`src/rtl/div_seq_pkg.sv`:
```
// Shared types and constants for the divider sequencer: state encoding,
// divider phase codes and divider status codes.
package div_seq_pkg;

  localparam int DEF_ITER_CYCLES = 30;
  localparam int DEF_CNT_W       = 5;

  typedef enum logic [2:0] {
    S_IDLE  = 3'd0,
    S_CHECK = 3'd1,
    S_EVAL  = 3'd2,
    S_INIT  = 3'd3,
    S_ITER  = 3'd4,
    S_FINAL = 3'd5,
    S_WB    = 3'd6
  } state_e;

  localparam logic [1:0] PH_CHECK = 2'b00;
  localparam logic [1:0] PH_INIT  = 2'b01;
  localparam logic [1:0] PH_ITER  = 2'b10;
  localparam logic [1:0] PH_FINAL = 2'b11;

  localparam logic [1:0] ST_OK   = 2'b00;
  localparam logic [1:0] ST_DONE = 2'b01;
  localparam logic [1:0] ST_ZERO = 2'b10;

  // EVAL and WB keep the divider parked in its CHECK/idle phase.
  function automatic logic [1:0] phase_of(state_e s);
    case (s)
      S_INIT:  return PH_INIT;
      S_ITER:  return PH_ITER;
      S_FINAL: return PH_FINAL;
      default: return PH_CHECK;
    endcase
  endfunction

endpackage

```
`src/rtl/div_sequencer_if.sv`:
```
// Bundle between control unit / divider and the sequencer.
// Optional ProtoErr flag is present when DIV_SEQ_STATUS_CHECK_EN is defined.
interface div_sequencer_if;
  import div_seq_pkg::*;

  // Start is a one-cycle request, accepted only while Busy is low;
  // there is no ready/ack, a Start seen while Busy is simply dropped.
  logic        Start;
  logic [1:0]  DivStatus;
  logic [31:0] DivHi;
  logic [31:0] DivLo;
  logic        HiWrite;
  logic        LoWrite;
  logic [31:0] HiIn;
  logic [31:0] LoIn;
  logic [1:0]  DivState;
  logic [31:0] HiOut;
  logic [31:0] LoOut;
  logic        Busy;
  logic        Done;
  logic        DivZero;
  state_e      dbg_state;
`ifdef DIV_SEQ_STATUS_CHECK_EN
  logic        ProtoErr;

  modport slave (
    input  Start, DivStatus, DivHi, DivLo, HiWrite, LoWrite, HiIn, LoIn,
    output DivState, HiOut, LoOut, Busy, Done, DivZero, dbg_state, ProtoErr
  );
  modport master (
    output Start, DivStatus, DivHi, DivLo, HiWrite, LoWrite, HiIn, LoIn,
    input  DivState, HiOut, LoOut, Busy, Done, DivZero, dbg_state, ProtoErr
  );
`else
  modport slave (
    input  Start, DivStatus, DivHi, DivLo, HiWrite, LoWrite, HiIn, LoIn,
    output DivState, HiOut, LoOut, Busy, Done, DivZero, dbg_state
  );
  modport master (
    output Start, DivStatus, DivHi, DivLo, HiWrite, LoWrite, HiIn, LoIn,
    input  DivState, HiOut, LoOut, Busy, Done, DivZero, dbg_state
  );
`endif
endinterface

```
`src/rtl/div_sequencer_hilo_regs.sv`:
```
// Architectural HI/LO pair: division capture wins over mthi/mtlo writes.
module hilo_regs (
  input  logic        clk,
  input  logic        rst,
  input  logic        cap_en,
  input  logic [31:0] cap_hi,
  input  logic [31:0] cap_lo,
  input  logic        hi_we,
  input  logic        lo_we,
  input  logic [31:0] hi_in,
  input  logic [31:0] lo_in,
  output logic [31:0] hi_out,
  output logic [31:0] lo_out
);
  logic [31:0] hi_q, hi_d;
  logic [31:0] lo_q, lo_d;

  always_comb begin
    hi_d = hi_q;
    lo_d = lo_q;
    if (cap_en) begin
      hi_d = cap_hi;
      lo_d = cap_lo;
    end else begin
      if (hi_we) hi_d = hi_in;
      if (lo_we) lo_d = lo_in;
    end
  end

  always_ff @(posedge clk) begin
    if (rst) begin
      hi_q <= '0;
      lo_q <= '0;
    end else begin
      hi_q <= hi_d;
      lo_q <= lo_d;
    end
  end

  assign hi_out = hi_q;
  assign lo_out = lo_q;
endmodule

```
`src/rtl/div_sequencer.sv`:
```
// Walks the iterative divider through CHECK/INIT/ITER/FINAL and captures HI/LO.
// Define DIV_SEQ_STATUS_CHECK_EN to add the sticky ProtoErr status checker.
module div_sequencer
  import div_seq_pkg::*;
#(
  parameter int ITER_CYCLES = DEF_ITER_CYCLES,
  parameter int CNT_W       = DEF_CNT_W
) (
  input  logic            Clock,
  input  logic            Reset,
  div_sequencer_if.slave  bus
);
  localparam logic [CNT_W-1:0] CNT_LAST = CNT_W'(ITER_CYCLES - 1);

  state_e           state_q, state_d;
  logic [CNT_W-1:0] cnt_q, cnt_d;
  logic             done_q, done_d;
  logic             zero_q, zero_d;
  logic             idle;

  assign idle = (state_q == S_IDLE);

  // Progress is driven purely by our own counter; DivStatus only matters in EVAL.
  always_comb begin
    state_d = state_q;
    cnt_d   = cnt_q;
    done_d  = 1'b0;
    zero_d  = 1'b0;
    case (state_q)
      S_IDLE:  if (bus.Start) state_d = S_CHECK;
      S_CHECK: state_d = S_EVAL;
      S_EVAL: begin
        if (bus.DivStatus == ST_ZERO) begin
          state_d = S_IDLE;
          zero_d  = 1'b1;
        end else begin
          state_d = S_INIT;
        end
      end
      S_INIT: begin
        cnt_d   = '0;
        state_d = S_ITER;
      end
      S_ITER: begin
        if (cnt_q == CNT_LAST) state_d = S_FINAL;
        else                   cnt_d   = cnt_q + CNT_W'(1);
      end
      S_FINAL: state_d = S_WB;
      S_WB: begin
        state_d = S_IDLE;
        done_d  = 1'b1;
      end
      default: state_d = S_IDLE;
    endcase
  end

  always_ff @(posedge Clock) begin
    if (Reset) begin
      state_q <= S_IDLE;
      cnt_q   <= '0;
      done_q  <= 1'b0;
      zero_q  <= 1'b0;
    end else begin
      state_q <= state_d;
      cnt_q   <= cnt_d;
      done_q  <= done_d;
      zero_q  <= zero_d;
    end
  end

  assign bus.DivState  = phase_of(state_q);
  assign bus.Busy      = !idle;
  assign bus.Done      = done_q;
  assign bus.DivZero   = zero_q;
  assign bus.dbg_state = state_q;

`ifdef DIV_SEQ_STATUS_CHECK_EN
  logic proto_q, proto_d;

  always_comb begin
    proto_d = proto_q;
    if (state_q == S_WB && bus.DivStatus != ST_DONE) proto_d = 1'b1;
    if ((state_q == S_ITER || state_q == S_FINAL) && bus.DivStatus == ST_ZERO)
      proto_d = 1'b1;
  end

  always_ff @(posedge Clock) begin
    if (Reset) proto_q <= 1'b0;
    else       proto_q <= proto_d;
  end

  assign bus.ProtoErr = proto_q;
`endif

  hilo_regs u_hilo (
    .clk    (Clock),
    .rst    (Reset),
    .cap_en (state_q == S_WB),
    .cap_hi (bus.DivHi),
    .cap_lo (bus.DivLo),
    .hi_we  (bus.HiWrite && idle),
    .lo_we  (bus.LoWrite && idle),
    .hi_in  (bus.HiIn),
    .lo_in  (bus.LoIn),
    .hi_out (bus.HiOut),
    .lo_out (bus.LoOut)
  );
endmodule

```
`src/flat_wrapper.sv`:
```
// flat-port wrapper written by rule: the top's interface ports become plain ports
module div_sequencer_flat import div_seq_pkg::*;
#(
  parameter int ITER_CYCLES = DEF_ITER_CYCLES,
  parameter int CNT_W       = DEF_CNT_W
)
  (Clock, Reset, bus_Start, bus_DivStatus, bus_DivHi, bus_DivLo, bus_HiWrite, bus_LoWrite, bus_HiIn, bus_LoIn, bus_DivState, bus_HiOut, bus_LoOut, bus_Busy, bus_Done, bus_DivZero, bus_dbg_state);
  div_sequencer_if bus_i ();
  input  logic Clock;
  input  logic Reset;
  input wire logic [$bits(bus_i.Start)-1:0] bus_Start;
  input wire logic [$bits(bus_i.DivStatus)-1:0] bus_DivStatus;
  input wire logic [$bits(bus_i.DivHi)-1:0] bus_DivHi;
  input wire logic [$bits(bus_i.DivLo)-1:0] bus_DivLo;
  input wire logic [$bits(bus_i.HiWrite)-1:0] bus_HiWrite;
  input wire logic [$bits(bus_i.LoWrite)-1:0] bus_LoWrite;
  input wire logic [$bits(bus_i.HiIn)-1:0] bus_HiIn;
  input wire logic [$bits(bus_i.LoIn)-1:0] bus_LoIn;
  output wire logic [$bits(bus_i.DivState)-1:0] bus_DivState;
  output wire logic [$bits(bus_i.HiOut)-1:0] bus_HiOut;
  output wire logic [$bits(bus_i.LoOut)-1:0] bus_LoOut;
  output wire logic [$bits(bus_i.Busy)-1:0] bus_Busy;
  output wire logic [$bits(bus_i.Done)-1:0] bus_Done;
  output wire logic [$bits(bus_i.DivZero)-1:0] bus_DivZero;
  output wire logic [$bits(bus_i.dbg_state)-1:0] bus_dbg_state;
  assign bus_i.Start = bus_Start;
  assign bus_i.DivStatus = bus_DivStatus;
  assign bus_i.DivHi = bus_DivHi;
  assign bus_i.DivLo = bus_DivLo;
  assign bus_i.HiWrite = bus_HiWrite;
  assign bus_i.LoWrite = bus_LoWrite;
  assign bus_i.HiIn = bus_HiIn;
  assign bus_i.LoIn = bus_LoIn;
  assign bus_DivState = bus_i.DivState;
  assign bus_HiOut = bus_i.HiOut;
  assign bus_LoOut = bus_i.LoOut;
  assign bus_Busy = bus_i.Busy;
  assign bus_Done = bus_i.Done;
  assign bus_DivZero = bus_i.DivZero;
  assign bus_dbg_state = bus_i.dbg_state;
  div_sequencer #(.ITER_CYCLES(ITER_CYCLES), .CNT_W(CNT_W)) u_core (.Clock(Clock), .Reset(Reset), .bus(bus_i));
endmodule
```
`config.mk`:
```
export PLATFORM = sky130hd
export DESIGN_NAME = div_sequencer_flat
export DESIGN_NICKNAME = d
export VERILOG_FILES = /design/src/rtl/div_seq_pkg.sv /design/src/rtl/div_sequencer_if.sv /design/src/rtl/div_sequencer_hilo_regs.sv /design/src/rtl/div_sequencer.sv /design/src/flat_wrapper.sv
export SDC_FILE = /design/constraint.sdc
export NUM_CORES = 1
export LEC_CHECK = 0
export ABC_AREA = 1
export CAP_MARGIN = 20
export CORE_MARGIN = 5
export CORE_UTILIZATION = 44
export DETAILED_ROUTE_END_ITERATION = 16
export GPL_TIMING_DRIVEN = 1
export HOLD_SLACK_MARGIN = 0.08
export PLACE_DENSITY = 0.95
export SLEW_MARGIN = 0
export SYNTH_ARGS = -nofsm -noshare
export SYNTH_HDL_FRONTEND = slang
export SYNTH_SLANG_ARGS = --single-unit
```
`constraint.sdc`:
```
create_clock -name Clock -period 3.1 [get_ports Clock]
set_clock_uncertainty 0.1 [all_clocks]
set_input_delay 0.62 -clock Clock [delete_from_list [all_inputs] [get_ports Clock]]
set_output_delay 0.62 -clock Clock [all_outputs]
set_load 0.05 [all_outputs]
```
==> impl_metrics.env, run 1 <==
export IMPL_critPathArrivalTime_ps=2090
export IMPL_synthCells=637
export IMPL_worstPathCellList="nand3_1 -> o21ai_0 -> clkdlybuf4s50_1"
export IMPL_viasPerCell=4.65
export IMPL_irDropWorstVdd_mv=0.275
export IMPL_slowest_stage="clkdlybuf4s50_1"
export IMPL_vias=4437
export IMPL_critPathLaunchType="flop"
export IMPL_fin_area_mm2=0.00633
export IMPL_fin_crit_sh=0.906
export IMPL_grtUsageTotal=0.201
export IMPL_grt_max_degree=57
export IMPL_grt_ovfl_total=0
export IMPL_status="finished, final reports clean"
export IMPL_yosys_area_share_simple=0.403
export IMPL_rows=35
export IMPL_path_max_fanout=7
export IMPL_cts_tree="done"
export IMPL_clkSinkCount=74
export IMPL_end_kind="output pin"
export IMPL_syn_avg_cell_area_um2=6.54
export IMPL_placedInstanceArea_mm2=0.00615
export IMPL_fillerInstances=777
export IMPL_total_power_w=0.00356
export IMPL_io_pins=207
export IMPL_syn_to_final_growth_pct=52.0
export IMPL_clkPwrFrac=0.205
export IMPL_dp_hpwl_um=9150
export IMPL_core_region_area_mm2=0.00924
export IMPL_synth_top_family_by_area="simple AND/OR/NAND/NOR gates"
export IMPL_grt_pass1_wl_um=18900
export IMPL_antenna_found_initial=0
export IMPL_power_frac_comb=0.463
export IMPL_utilization=0.686
export IMPL_dieArea_mm2=0.0115
export IMPL_fmax_mhz=356
export IMPL_leakage_nw=3.06
export IMPL_max_stage_delay_ps=830
export IMPL_hold_ws_ps=431
export IMPL_worstPathRequired_ps=2380
export IMPL_nets=959
export IMPL_p_sw_w=0.00144
export IMPL_firstDrtPassIters=4
export IMPL_rsz0062_at_grt="false"
export IMPL_yosysUniqueCellTypes=26
export IMPL_yosys_warnings=0
export IMPL_maxUsedRoutingLayer="met4"
export IMPL_h_tree_depth=3
export IMPL_drc=0
export IMPL_cts_repair_timing_setup_buffer_count=0
export IMPL_clk_latency_ps=330
export IMPL_die_w_um=107
export IMPL_synth_adder_area_share=0.00600
export IMPL_p_int_w=0.00212
export IMPL_ant_nets=0
export IMPL_routed_wl_um=12100
export IMPL_syn_area_mm2=0.00417
export IMPL_critical_path_class="reg -> out"
export IMPL_synth_nets=774
export IMPL_port_buffers=206
export IMPL_fin_setup_tns_ps=0
export IMPL_max_slew_margin=0.568
export IMPL_hold_viol=0
export IMPL_drv_cap=0
export IMPL_avgRoutedWirePerCell_um=12.7
export IMPL_cts_root_buf="clkbuf_8"
export IMPL_worst_pin_slew_ps=648
export IMPL_die_y_um=107
export IMPL_synth_compound_area_share=0.0904
export IMPL_routed_wl_met2_um=5770
export IMPL_ys_seq_elements=74
export IMPL_wl_met3_um=1200
export IMPL_slew_violations=0
export IMPL_numCtsBuffers=9
export IMPL_grt_pass1_vias=4146
export IMPL_synth_xor_area_frac=0
export IMPL_post_route_cells_drive_above_1_share=0.0436
export IMPL_gp_congestion=0.834
export IMPL_synth_mux_area_fraction=0
export IMPL_initial_utilization=0.451
export IMPL_num_antenna_cells=0
export IMPL_pwr_share_seq=0.332
export IMPL_drt_met1_wl_um=4810
export IMPL_clkTransAtPathRegs_ps=80
export IMPL_final_setup_viol_count=0
export IMPL_power_density_mw_per_mm2=562
export IMPL_cts_resized=0
export IMPL_seq_area_frac_synth=0.355
export IMPL_cts_hold_buf=0
export IMPL_hold_class="reg -> reg"
export IMPL_drtIter0Drc=146
export IMPL_power_share_switching=0.404
export IMPL_fin_crit_ps=2810
export IMPL_clockBufferDepth=2
-- stage by stage --
step	cells	setup WS, ps
2_1_floorplan	637	388
4_1_cts	955	259
5_1_grt	955	115
3_3_place_gp	940	696
6_report	955	292
3_5_place_dp	940	629
-- layout by cell type, fill, tap and decap left out, types with 2 or more instances in the layout --
cell | synthesis | routed
o21ai_0 | 20 | 20
nand2_4 | 2 | 2
clkinv_2 | 1 | 3
ha_1 | 2 | 2
clkdlybuf4s50_1 | 0 | 206
buf_4 | 2 | 9
dfxtp_1 | 74 | 74
clkbuf_1 | 8 | 2
nand2_2 | 4 | 4
a21oi_1 | 7 | 7
inv_1 | 74 | 73
nand3_1 | 8 | 8
nor2_1 | 136 | 136
nor2_2 | 2 | 2
inv_2 | 2 | 3
nand2_1 | 149 | 149
o21ai_1 | 45 | 45
clkbuf_8 | 1 | 10
nand3b_1 | 64 | 64
-- Yosys cell counts --
master / number / share of area
ha_1: 2 / 0.0060
buf_6: 16 / 0.043
o21bai_1: 1 / 0.0018
buf_2: 14 / 0.017
dfxtp_1: 74 / 0.36
buf_4: 2 / 0.0036
nand3_1: 8 / 0.0096
nand2_4: 2 / 0.0054
a21oi_1: 7 / 0.0084
o221ai_1: 1 / 0.0021
nor2_1: 136 / 0.12
clkinv_2: 1 / 0.0012
nand2_1: 149 / 0.13
nor4_1: 1 / 0.0015
nand3_4: 1 / 0.0042
inv_1: 74 / 0.067
clkbuf_1: 8 / 0.0072
inv_4: 1 / 0.0015
nand2_2: 4 / 0.0060
nor2_2: 2 / 0.0030
nor3_1: 1 / 0.0012
o21ai_1: 45 / 0.054
inv_2: 2 / 0.0018
nand3b_1: 64 / 0.12
clkbuf_8: 1 / 0.0033
o21ai_0: 20 / 0.024
-- metal layers --
layer,global-route usage,vias up
met5,0,-
met4,0.0822,0
met3,0.0654,28
met2,0.346,160
met1,0.228,1924
li1,-,2325
-- worst paths after layout --
kind	startpoint	slack, ps	to	depth (start not counted)
worst min register to register	u_core.cnt_q[1]	430	u_core.cnt_q[1]	2
worst max register to register	u_core.bus.dbg_state[1]	900	u_core.u_hilo.lo_out[23]	5
worst max-delay path	u_core.bus.dbg_state[1]	290	bus_DivState[0]	3
worst min-delay path	u_core.cnt_q[1]	430	u_core.cnt_q[1]	2
-- power by group through the flow --
stage / clock network, W / logic, W / registers, W
floorplan: 0 / 0.000567 / 0.00172
global placement: 0 / 0.00163 / 0.00119
detailed placement: 0 / 0.00165 / 0.00120
CTS: 0.000745 / 0.00166 / 0.00118
global route: 0.000793 / 0.00177 / 0.00120
finish: 0.000731 / 0.00165 / 0.00118
-- critical path, delay by kind of cell (launching register included) --
kind / cells / cell delay, ps
and+or+nand+nor: 1 / 270
AOI/OAI and AO/OA: 1 / 150
DFF: 1 / 500
buffers and inverters: 1 / 830
-- flip-flops by register name, indices dropped and copies added (netlist names) --
signal                flops
u_core.u_hilo.hi_out     32
u_core.u_hilo.lo_out     32
u_core.cnt_q              5
u_core.bus.dbg_state      3
u_core.bus.DivZero        1
u_core.bus.Done           1
-- cells by family (layout without fill, tap and decap cells) --
kind of cell,Yosys count,in the layout
simple gates,368,368
buf+inv,119,308
compound gates,74,74
flops,74,74
fa+ha+maj,2,2
-- area by class of cell --
type / instances / area [um^2] / area share
sequential: 74 / 1480 / 0.234
clock inverter: 3 / 40.0 / 0.00632
multi-input combinational: 444 / 2080 / 0.328
inverter: 78 / 297 / 0.0468
tap: 129 / 161 / 0.0255
clock buffer: 12 / 145 / 0.0229
timing repair buffer: 215 / 2130 / 0.336
Power figures use the tool's default switching activity.
==> inputs of run 2 (changes only) <==
CORE_UTILIZATION = 35   (was 44)
PLACE_DENSITY = 0.81   (was 0.95)
==> impl_metrics.env, run 2 (same netlist as run 1, synthesis figures left out) <==
export IMPL_status="finished, final reports clean"
export IMPL_slew_violations=0
export IMPL_clkSinkCount=74
export IMPL_numCtsBuffers=9
export IMPL_fin_crit_sh=0.905
export IMPL_drtIter0Drc=263
export IMPL_hold_ws_ps=427
export IMPL_fin_crit_ps=2800
export IMPL_utilization=0.562
export IMPL_num_antenna_cells=0
export IMPL_grtUsageTotal=0.165
export IMPL_total_power_w=0.00396
export IMPL_grt_pass1_wl_um=19700
export IMPL_grt_max_degree=72
export IMPL_drv_cap=0
export IMPL_nets=956
export IMPL_syn_to_final_growth_pct=55.9
export IMPL_grt_ovfl_total=0
export IMPL_rows=39
export IMPL_cts_root_buf="clkbuf_16"
export IMPL_final_setup_viol_count=0
export IMPL_clockBufferDepth=2
export IMPL_path_max_fanout=7
export IMPL_routed_wl_um=12100
export IMPL_critical_path_class="reg -> out"
export IMPL_cts_repair_timing_setup_buffer_count=0
export IMPL_rsz0062_at_grt="false"
export IMPL_max_slew_margin=0.587
export IMPL_die_y_um=119
export IMPL_irDropWorstVdd_mv=0.277
export IMPL_end_kind="output pin"
export IMPL_reg2regPathDepth=8
export IMPL_vias=4322
export IMPL_fin_setup_tns_ps=0
export IMPL_critPathLaunchType="flop"
export IMPL_drc=0
export IMPL_viasPerCell=4.47
export IMPL_ant_nets=0
export IMPL_cts_resized=0
export IMPL_fmax_mhz=357
export IMPL_dp_hpwl_um=8840
export IMPL_power_density_mw_per_mm2=609
export IMPL_leakage_nw=3.12
export IMPL_hold_viol=0
export IMPL_grt_pass1_vias=4005
export IMPL_post_route_cells_drive_above_1_share=0.0425
export IMPL_hold_class="reg -> reg"
export IMPL_most_common_layout_cells="206 x clkdlybuf4s50_1, 149 x nand2_1, 136 x nor2_1"
export IMPL_die_w_um=119
export IMPL_initial_utilization=0.360
export IMPL_gp_congestion=0.791
export IMPL_io_pins=207
export IMPL_clk_latency_ps=320
export IMPL_cts_tree="done"
export IMPL_antenna_found_initial=0
export IMPL_min_delay_path_depth=2
export IMPL_core_region_area_mm2=0.0116
export IMPL_worstPathRequired_ps=2380
export IMPL_critPathArrivalTime_ps=2080
export IMPL_firstDrtPassIters=4
export IMPL_h_tree_depth=3
export IMPL_worst_pin_slew_ps=620
export IMPL_clkTransAtPathRegs_ps=60
export IMPL_cts_hold_buf=0
export IMPL_fillerInstances=1113
export IMPL_port_buffers=206
export IMPL_avgRoutedWirePerCell_um=12.5
export IMPL_final_common_cell="clkdlybuf4s50_1"
export IMPL_dieArea_mm2=0.0142
## run 2: changes by cell type in the layout (fill, tap and decap cells not counted), sizes merged
cell	delta
bufinv	+1
clkinv	-2
buf	-3
clkinvlp	+2
clkbuf	-1
## run 2: worst max-delay path: stages, from the launching register on
cell and delay (ps):
dfxtp_1 490, nand3_1 280, o21ai_0 160, clkdlybuf4s50_1 840
## run 2: final timing paths
| path | from | slack, ps | endpoint |
|---|---|---|---|
| hold / removal | u_core.cnt_q[1] | 430 | u_core.cnt_q[1] |
| setup / recovery | u_core.bus.dbg_state[1] | 300 | bus_DivState[0] |
| setup reg to reg | u_core.bus.dbg_state[1] | 1280 | u_core.u_hilo.hi_out[24] |
| hold reg to reg | u_core.cnt_q[1] | 430 | u_core.cnt_q[1] |
## run 2: per-stage QoR
stage,area (um^2),worst slack [ps],std cells
2_1_floorplan,4170,388,637
3_3_place_gp,6170,684,951
3_5_place_dp,6170,636,951
4_1_cts,6500,263,966
5_1_grt,6500,133,966
6_report,6500,296,966
## run 2: per-layer routing
metal  routed length (um)  GRT usage
met5                    0          0
met2                 5590      0.275
met4                  214     0.0500
met3                 1120     0.0602
met1                 5160      0.200
## run 2: layout make-up
cell class	instances	area, um^2	area share
timing repair buffer	212	2130	0.328
multi-input combinational	444	2080	0.320
sequential	74	1480	0.228
inverter	78	297	0.0456
clock buffer	11	253	0.0389
tap	143	179	0.0275
clock inverter	4	75.1	0.0116
## run 2: report_power, final
| group | switching (W) | internal [W] | leakage, nW |
|---|---|---|---|
| combinational | 0.00102 | 0.000626 | 2.35 |
| sequential | 0.0000715 | 0.00111 | 0.611 |
| clock | 0.000388 | 0.000744 | 0.154 |
| total | 0.00148 | 0.00248 | 3.12 |
